==> config.mk <==
export PLATFORM = sky130hd
export DESIGN_NAME = tt_prober
export DESIGN_NICKNAME = d
export VERILOG_FILES = /design/src/rtl/tt_probe_pkg.sv /design/src/rtl/tt_probe_delay.sv /design/src/rtl/tt_prober.sv
export SDC_FILE = /design/constraint.sdc
export NUM_CORES = 1
export LEC_CHECK = 0
export CORE_UTILIZATION = 51
export DETAILED_ROUTE_END_ITERATION = 12
export PLACE_DENSITY_LB_ADDON = 0.25
export SYNTH_ARGS = -nofsm -noshare
export SYNTH_HDL_FRONTEND = slang
export SYNTH_HIERARCHICAL = 1
export SYNTH_SLANG_ARGS = --single-unit
==> constraint.sdc <==
create_clock -name clk -period 2.11 [get_ports clk]
set_input_delay 0.633 -clock clk [delete_from_list [all_inputs] [get_ports clk]]
set_output_delay 0.633 -clock clk [all_outputs]
set_load 0.1 [all_outputs]
==> src/rtl/tt_probe_pkg.sv <==
// Shared types and constants for the truth-table prober.
package tt_probe_pkg;

    localparam int unsigned NMIN  = 16;  // minterms of a 4-input function
    localparam int unsigned TT_W  = 16;  // truth-table width
    localparam int unsigned CNT_W = 5;   // onset count width, holds 0..16

    typedef enum logic [1:0] {
        IDLE,
        SWEEP,
        DRAIN,
        DONE
    } state_t;

    // Minterm tag travelling alongside the DUT latency
    typedef struct packed {
        logic       valid;
        logic [3:0] idx;
    } tag_t;

endpackage

==> src/rtl/tt_probe_delay.sv <==
// LAT-deep shift register of minterm tags; a plain wire when LAT is 0.
module tt_probe_delay
    import tt_probe_pkg::*;
#(
    parameter int unsigned LAT = 0
) (
    input  logic clk_i,
    input  logic rst_i,
    input  tag_t tag_i,
    output tag_t tag_o
);

    if (LAT == 0) begin : g_wire
        logic unused_clk_rst;
        assign unused_clk_rst = clk_i ^ rst_i;
        assign tag_o          = tag_i;
    end else begin : g_pipe
        tag_t pipe_q [LAT];
        tag_t pipe_d [LAT];

        // Shift: new tag enters stage 0, oldest leaves from the last stage
        always_comb begin
            pipe_d[0] = tag_i;
            for (int unsigned i = 1; i < LAT; i++) begin
                pipe_d[i] = pipe_q[i-1];
            end
        end

        // Only the valid bits need a reset; stale indices are harmless
        always_ff @(posedge clk_i) begin
            if (rst_i) begin
                for (int unsigned i = 0; i < LAT; i++) begin
                    pipe_q[i].valid <= 1'b0;
                end
            end else begin
                pipe_q <= pipe_d;
            end
        end

        assign tag_o = pipe_q[LAT-1];
    end

endmodule

==> src/rtl/tt_prober.sv <==
// Sweeps x through all 16 minterms, captures y into a truth table,
// counts the onset and compares against an expected table.
module tt_prober
    import tt_probe_pkg::*;
#(
    parameter int unsigned LAT = 0
) (
    input  logic             clk,
    input  logic             rst,
    input  logic             start,
    input  logic [TT_W-1:0]  expect_tt,
    input  logic             y,
    output logic [3:0]       x,
    output logic             busy,
    output logic             done,
    output logic [TT_W-1:0]  tt,
    output logic [CNT_W-1:0] ones,
    output logic             pass
);

    localparam logic [3:0] LastMin = 4'(NMIN - 1);
    localparam logic [2:0] LatL    = 3'(LAT);

    state_t           state_q, state_d;
    logic [3:0]       cnt_q,   cnt_d;
    logic [2:0]       drn_q,   drn_d;
    logic [TT_W-1:0]  exp_q,   exp_d;
    logic [TT_W-1:0]  tt_q,    tt_d;
    logic [CNT_W-1:0] ones_q,  ones_d;
    logic             pass_q,  pass_d;

    tag_t tag_in, tag_out;

    assign tag_in = '{valid: (state_q == SWEEP), idx: cnt_q};

    tt_probe_delay #(
        .LAT (LAT)
    ) u_delay (
        .clk_i (clk),
        .rst_i (rst),
        .tag_i (tag_in),
        .tag_o (tag_out)
    );

    // Next state, capture and compare. DRAIN spans LAT+1 cycles so the final
    // capture is already in tt_q on the edge that enters DONE and computes pass.
    always_comb begin
        state_d = state_q;
        cnt_d   = cnt_q;
        drn_d   = drn_q;
        exp_d   = exp_q;
        tt_d    = tt_q;
        ones_d  = ones_q;
        pass_d  = pass_q;

        if (tag_out.valid) begin
            tt_d[tag_out.idx] = y;
            ones_d            = ones_q + CNT_W'(y);
        end

        unique case (state_q)
            IDLE: begin
                if (start) begin
                    state_d = SWEEP;
                    exp_d   = expect_tt;
                    tt_d    = '0;
                    ones_d  = '0;
                    pass_d  = 1'b0;
                    cnt_d   = '0;
                end
            end
            SWEEP: begin
                cnt_d = cnt_q + 4'd1;  // wraps to 0 on the exit edge
                if (cnt_q == LastMin) begin
                    state_d = DRAIN;
                    drn_d   = '0;
                end
            end
            DRAIN: begin
                drn_d = drn_q + 3'd1;
                if (drn_q == LatL) begin
                    state_d = DONE;
                    pass_d  = (tt_q == exp_q);
                end
            end
            DONE: begin
                state_d = IDLE;
            end
            default: begin
                state_d = IDLE;
            end
        endcase
    end

    // State register with synchronous reset
    always_ff @(posedge clk) begin
        if (rst) begin
            state_q <= IDLE;
            cnt_q   <= '0;
            drn_q   <= '0;
            exp_q   <= '0;
            tt_q    <= '0;
            ones_q  <= '0;
            pass_q  <= 1'b0;
        end else begin
            state_q <= state_d;
            cnt_q   <= cnt_d;
            drn_q   <= drn_d;
            exp_q   <= exp_d;
            tt_q    <= tt_d;
            ones_q  <= ones_d;
            pass_q  <= pass_d;
        end
    end

    // Drive and status outputs decoded from state
    always_comb begin
        x    = 4'd0;
        busy = 1'b0;
        done = 1'b0;
        unique case (state_q)
            IDLE: ;
            SWEEP: begin
                x    = cnt_q;
                busy = 1'b1;
            end
            DRAIN: begin
                x    = LastMin;
                busy = 1'b1;
            end
            DONE: begin
                done = 1'b1;
            end
            default: ;
        endcase
    end

    assign tt   = tt_q;
    assign ones = ones_q;
    assign pass = pass_q;

endmodule

==> reports/summary.txt, run 1 <==
Skew-Pair Late Insertion Delay: 0.30 ns
CP arrival: 1.41 ns
dpl hpwl: 4060 um
Mapped Cells: 283
post-synth cell types: 36
PwrDens: 942 nW/um2
Nets: 358
Design Power: 0.00309 W
LEAKAGE: 1.27 nW
die area: 4800 um2
design area: 3270 um2
FMAX: 490 MHz
Crit Path Class: reg -> out
cts hold-fix bufs: 0
via count: 2,065
largest net degree at the start of global routing: 22
setup tns final: 0 ns
H-tree depth: 2
met3 wire len: 162 um
reg2reg path depth: 7
Ports: 48
total CTS buffers: 5
Total GRT Usage: 0.235
Util after Layout: 0.752
class of the worst hold path: reg -> reg
status: completed
clock sink count: 47
FF-to-FF End: tt[2]
Rows: 24
DRT met1 WL: 2560 um
final WL: 5470 um
I/O Buffers: 47
DR WL met2: 2690 um
Slew @ Worst Pin: 0.452 ns
clock root buffer: clkbuf_8
Final setup viols: 0
asr flop ratio synth: 0
drc violations: 0
PnR worst setup slack: 0.0707 ns
largest delay contributor family on the critical path: flip-flops
Main synth FF type: dfxtp_1
CP endpoint kind: output port
global placement routability congestion: 0.818
Yosys Warn Count: 6
Max IR drop VDD: 0.000566 V
Die Y-Extent: 69.3 um
Post-synth EDFFs: 0
Core ar.: 4350 um2
max-cap viol count: 0
drt wl/cell: 14.4 um
hold endpoint: exp_q[14]
Final ANT Viol Nets: 0
vias in the first global route: 1,858
CP required: 1.48 ns
clk_skew: 0.00867 ns
Die W: 69.3 um
Final min period: 2.04 ns
Worst setup SP type: register
first-pass iteration count of the detailed router: 4
worst slack, placed: 0.0474 ns
antenna violations before repair: 0
register area share after synthesis: 0.408
Final Hold Fails: 0
share of layout cells above drive strength 1: 0.204
Reg clk slew, reported paths: 0.08 ns
Bufs and invs on worst path: 2
syn_area_per_cell: 8.15 um2
Slew HR: 0.696
Netlist Area Pre-Place: 2310 um2
Critical Path Max Stage Delay: 0.38 ns
CTS tree: yes
Starting DRT DRC Count: 66
crit path cell chain: inv_2 -> ha_4 -> nor2b_4 -> buf_12
area growth from synthesis to layout: 41.9%
Slew Viols, Final: 0
effective utilization at floorplan: 0.530
RSZ-0062 raised after global routing: no
Hold Crit Start: exp_q[14]
worst hold path cell count: 2
vias per cell: 5.42
RR Startpoint: state_q[1]
stages on the worst setup path: 4
ant diodes: 0
Slowest-stage cell, CP: dfxtp_2
synthesized flop and latch total: 47
highest metal used: met4
fin crit share: 0.967
CP max FO: 6
clk buf depth: 2
Congestion Overflow GR: 0
first-pass GRT wire length: 9010 um
syn_nets: 312
reg-to-reg slack, setup: 0.39 ns
Area after DPL: 3160 um2
[layer usage]
layer,vias to the layer above,GRT usage
li1,1037,-
met1,988,0.317
met2,34,0.380
met3,6,0.0422
met4,0,0.0748
met5,-,0
[worst max-delay path by stage]
stage / start / endpoint
finish: state_q[0] / x[3]
global placement: start / pass
CTS: state_q[1] / x[2]
global route: state_q[0] / x[0]
floorplan: state_q[1] / x[0]
detailed placement: start / pass
[kinds of logic (layout without fill, tap and decap cells)]
group,count (synthesis),after routing,share of synthesized area
AOI/OAI and AO/OA,56,56,0.136
adders and majority gates,9,9,0.0488
muxes,9,9,0.0390
DFF,47,47,0.408
xor gates and xnor gates,19,19,0.0721
buffers and inverters,23,69,0.0504
and+or+nand+nor,120,120,0.246
[registers in the layout, summed over array words and instances, names as in the netlist]
signal / count
drn_q: 3
exp_q: 16
tt: 16
pass: 1
ones: 5
cnt_q: 4
state_q: 2
[worst reg2reg max path, stage by stage, from the launching register on]
cell and delay [ns]:
dfxtp_2 0.35, inv_2 0.10, ha_4 0.19, buf_4 0.21, nand3b_1 0.25, nor3_1 0.28
mux2i_1 0.21, nor2_1 0.05
[where the power goes]
group	switching, W	internal, W
clock	0.000295	0.000227
sequential	0.000100	0.000987
combinational	0.000859	0.000617
[placed cells by master, fill, tap and decap left out, types with 7 or more instances in the layout]
cell type        netlist  routed
mux2i_1                9       9
nand2_1               51      51
dfxtp_1               47      45
o21ai_0               13      13
clkdlybuf4s50_1        0      19
a21oi_1               36      32
nand3_1                7       7
xor2_1                15      15
buf_4                  6      10
nor2_1                28      28
buf_12                 0      29
[cell usage after synthesis, types with 2 or more instances]
cell	instances	area (um2)
mux2i_1	9	90.1
and2_1	2	12.5
nor4_1	3	18.8
nand2b_1	5	31.3
dfxtp_1	47	941
xor2_1	15	131
nand3b_1	4	30.0
nand3_1	7	35.0
ha_1	9	113
nand2_1	51	191
o21ai_0	13	65.1
nor3_1	4	20.0
nor3b_1	2	15.0
clkbuf_1	6	22.5
xnor2_1	4	35.0
inv_1	4	15.0
buf_4	6	45.0
nor2b_1	6	37.5
buf_2	5	25.0
a32oi_1	2	17.5
a21oi_1	36	180
nor2_1	28	105
nand4_1	2	12.5
[through the flow]
step / hold slack (ns) / instances
2_1_floorplan: 0.448 / 283
3_3_place_gp: 0.455 / 374
3_5_place_dp: 0.462 / 374
4_1_cts: 0.478 / 381
5_1_grt: 0.500 / 381
6_report: 0.476 / 381
[cell type report]
class	instances	area, um2
multi-input combinational	213	1320
fill	336	1080
sequential	47	943
timing repair buffer	58	846
clock buffer	5	68.8
tap	52	65.1
inverter	4	15.0
clock inverter	2	13.8
[what timing repair did]
item / in CTS / in global routing
buffers inserted: 0 / 0
resized for setup: 0 / 7
endpoints found under the hold margin: 0 / 0
pin swaps: 0 / 0
endpoints found under the setup margin: 4 / 4
(Power assumes the default switching activity.)
==> run 2, diff against run 1 <==
--- a/config.mk
+++ b/config.mk
@@ -7,6 +7,7 @@
 export LEC_CHECK = 0
 export CORE_UTILIZATION = 51
 export DETAILED_ROUTE_END_ITERATION = 12
+export HOLD_SLACK_MARGIN = 0.02
 export PLACE_DENSITY_LB_ADDON = 0.25
 export SYNTH_ARGS = -nofsm -noshare
 export SYNTH_HDL_FRONTEND = slang
==> results of run 2 <==
Final layout, timing and power as in run 1 (identical DEF).
==> run 3, diff against run 2 <==
--- a/config.mk
+++ b/config.mk
@@ -8,7 +8,7 @@
 export CORE_UTILIZATION = 51
 export DETAILED_ROUTE_END_ITERATION = 12
 export HOLD_SLACK_MARGIN = 0.02
-export PLACE_DENSITY_LB_ADDON = 0.25
+export PLACE_DENSITY = 0.8
 export SYNTH_ARGS = -nofsm -noshare
 export SYNTH_HDL_FRONTEND = slang
 export SYNTH_HIERARCHICAL = 1
==> reports/summary.txt, run 3 (synthesis gave the netlist of run 1 again) <==
reg-to-reg slack, setup: 0.35 ns (was 0.39 ns)
Final Instance Count excl. Fillers: 383 (was 381)
Rows: 24 (unchanged)
I/O Buffers: 47 (unchanged)
die area: 4800 um2 (unchanged)
drc violations: 0 (unchanged)
vias per cell: 5.48 (was 5.42)
Slew Viols, Final: 0 (unchanged)
hold endpoint: exp_q[4] (was exp_q[14])
drt wl/cell: 14.9 um (was 14.4 um)
CP max FO: 6 (unchanged)
clk_skew: 0.00665 ns (was 0.00867 ns)
Slew HR: 0.700 (was 0.696)
effective utilization at floorplan: 0.530 (unchanged)
first-pass GRT wire length: 9400 um (was 9010 um)
CP endpoint kind: output port (unchanged)
first-pass iteration count of the detailed router: 5 (was 4)
clock sink count: 47 (unchanged)
RR Startpoint: state_q[1] (unchanged)
RSZ-0062 raised after global routing: no (unchanged)
Max IR drop VDD: 0.000741 V (was 0.000566 V)
Multi-input gate area: 1330 um2 (was 1320 um2)
CP required: 1.48 ns (about the same)
CTS tree: yes (unchanged)
Placed Cells: 374 (unchanged)
FILL cells: 297 (was 336)
dpl hpwl: 4100 um (was 4060 um)
clk buf depth: 2 (unchanged)
Reg clk slew, reported paths: 0.08 ns (about the same)
Final ANT Viol Nets: 0 (unchanged)
Congestion Overflow GR: 0 (unchanged)
Crit Path Class: reg -> out (unchanged)
Slew @ Worst Pin: 0.446 ns (was 0.452 ns)
total CTS buffers: 5 (unchanged)
Core ar.: 4350 um2 (unchanged)
Starting DRT DRC Count: 124 (was 66)
via count: 2,097 (was 2,065)
cts hold-fix bufs: 0 (unchanged)
Die Y-Extent: 69.3 um (unchanged)
max-cap viol count: 0 (unchanged)
ant diodes: 0 (unchanged)
FF-to-FF End: tt[3] (was tt[2])
LEAKAGE: 1.28 nW (was 1.27 nW)
Hold Crit Start: exp_q[4] (was exp_q[14])
FF+latch area: 948 um2 (was 943 um2)
Final min period: 2.04 ns (about the same)
Nets: 359 (was 358)
Final Hold Fails: 0 (unchanged)
CP arrival: 1.41 ns (about the same)
FMAX: 490 MHz (about the same)
status: completed (unchanged)
fin crit share: 0.967 (about the same)
final hold slack: 0.471 ns (was 0.476 ns)
final WL: 5690 um (was 5470 um)
share of layout cells above drive strength 1: 0.208 (was 0.204)
Worst setup SP type: register (unchanged)
Die W: 69.3 um (unchanged)
area growth from synthesis to layout: 42.5% (was 41.9%)
Ports: 48 (unchanged)
global placement routability congestion: 0.817 (was 0.818)
PwrDens: 952 nW/um2 (was 942 nW/um2)
Util after Layout: 0.755 (was 0.752)
Total GRT Usage: 0.249 (was 0.235)
most frequent cells in the layout: 51 x nand2_1, 45 x dfxtp_1, 32 x a21oi_1 (unchanged)
Design Power: 0.00313 W (was 0.00309 W)
worst hold path cell count: 2 (unchanged)
Skew-Pair Late Insertion Delay: 0.31 ns (was 0.30 ns)
clock root buffer: clkbuf_8 (unchanged)
H-tree depth: 2 (unchanged)
antenna violations before repair: 0 (unchanged)
largest net degree at the start of global routing: 22 (unchanged)
Final setup viols: 0 (unchanged)
reg2reg path depth: 7 (unchanged)
vias in the first global route: 1,930 (was 1,858)
commonest non-fill, non-tap cell in the layout: nand2_1 (unchanged)
class of the worst hold path: reg -> reg (unchanged)
## run 3: cell count changes in the layout (fill, tap and decap cells not counted), sizes merged
| cell | delta |
|---|---|
| clkinv | +1 |
| buf | +1 |
## run 3: critical path, stage by stage, from the launching register on
cell	delay, ns
dfxtp_4	0.39
inv_4	0.06
ha_4	0.30
nor2b_4	0.17
buf_12	0.18
## run 3: where the power goes
part,switching (W),total (W),leakage (nW),internal [W]
registers,0.000102,0.00110,0.383,0.000993
logic,0.000882,0.00151,0.846,0.000627
clock network,0.000299,0.000526,0.0477,0.000227
total,0.00128,0.00313,1.28,0.00185
## run 3: worst max path at each step
stage / startpoint / to / slack (ns) / cells past startpoint
after global placement: start / pass / 0.10 / 5
after detailed placement: start / pass / 0.05 / 5
final: state_q[0] / x[0] / 0.07 / 4
after global routing: state_q[0] / x[0] / 0.006 / 4
after floorplan: state_q[1] / x[0] / 0.03 / 3
after CTS: state_q[1] / x[1] / -0.03 / 5
## run 3: area by class of cell
type | instances | area share
clock buffer | 5 | 0.0209
multi-input combinational | 213 | 0.405
tap | 52 | 0.0198
sequential | 47 | 0.288
clock inverter | 3 | 0.00457
inverter | 4 | 0.00533
timing repair buffer | 59 | 0.256
## run 3: metrics by stage
stage | setup TNS [ns] | area, um2 | setup slack (ns)
finish | 0 | 3290 | 0.0692
global route | 0 | 3290 | 0.00571
CTS | -0.0783 | 3230 | -0.0335
detailed placement | 0 | 3150 | 0.0515
global placement | 0 | 3150 | 0.101
floorplan | 0 | 2350 | 0.0309
## run 3: routing by layer
metal | global-route usage | routed length, um
met1 | 0.336 | 2530
met2 | 0.400 | 2740
met3 | 0.0480 | 350
met4 | 0.0816 | 69
met5 | 0 | 0
## run 3: what timing repair did
action                                  in CTS  in global routing
pin swaps                                    0                  1
buffers inserted                             0                  1
resized for setup                            0                 11
endpoints found under the setup margin       4                  4
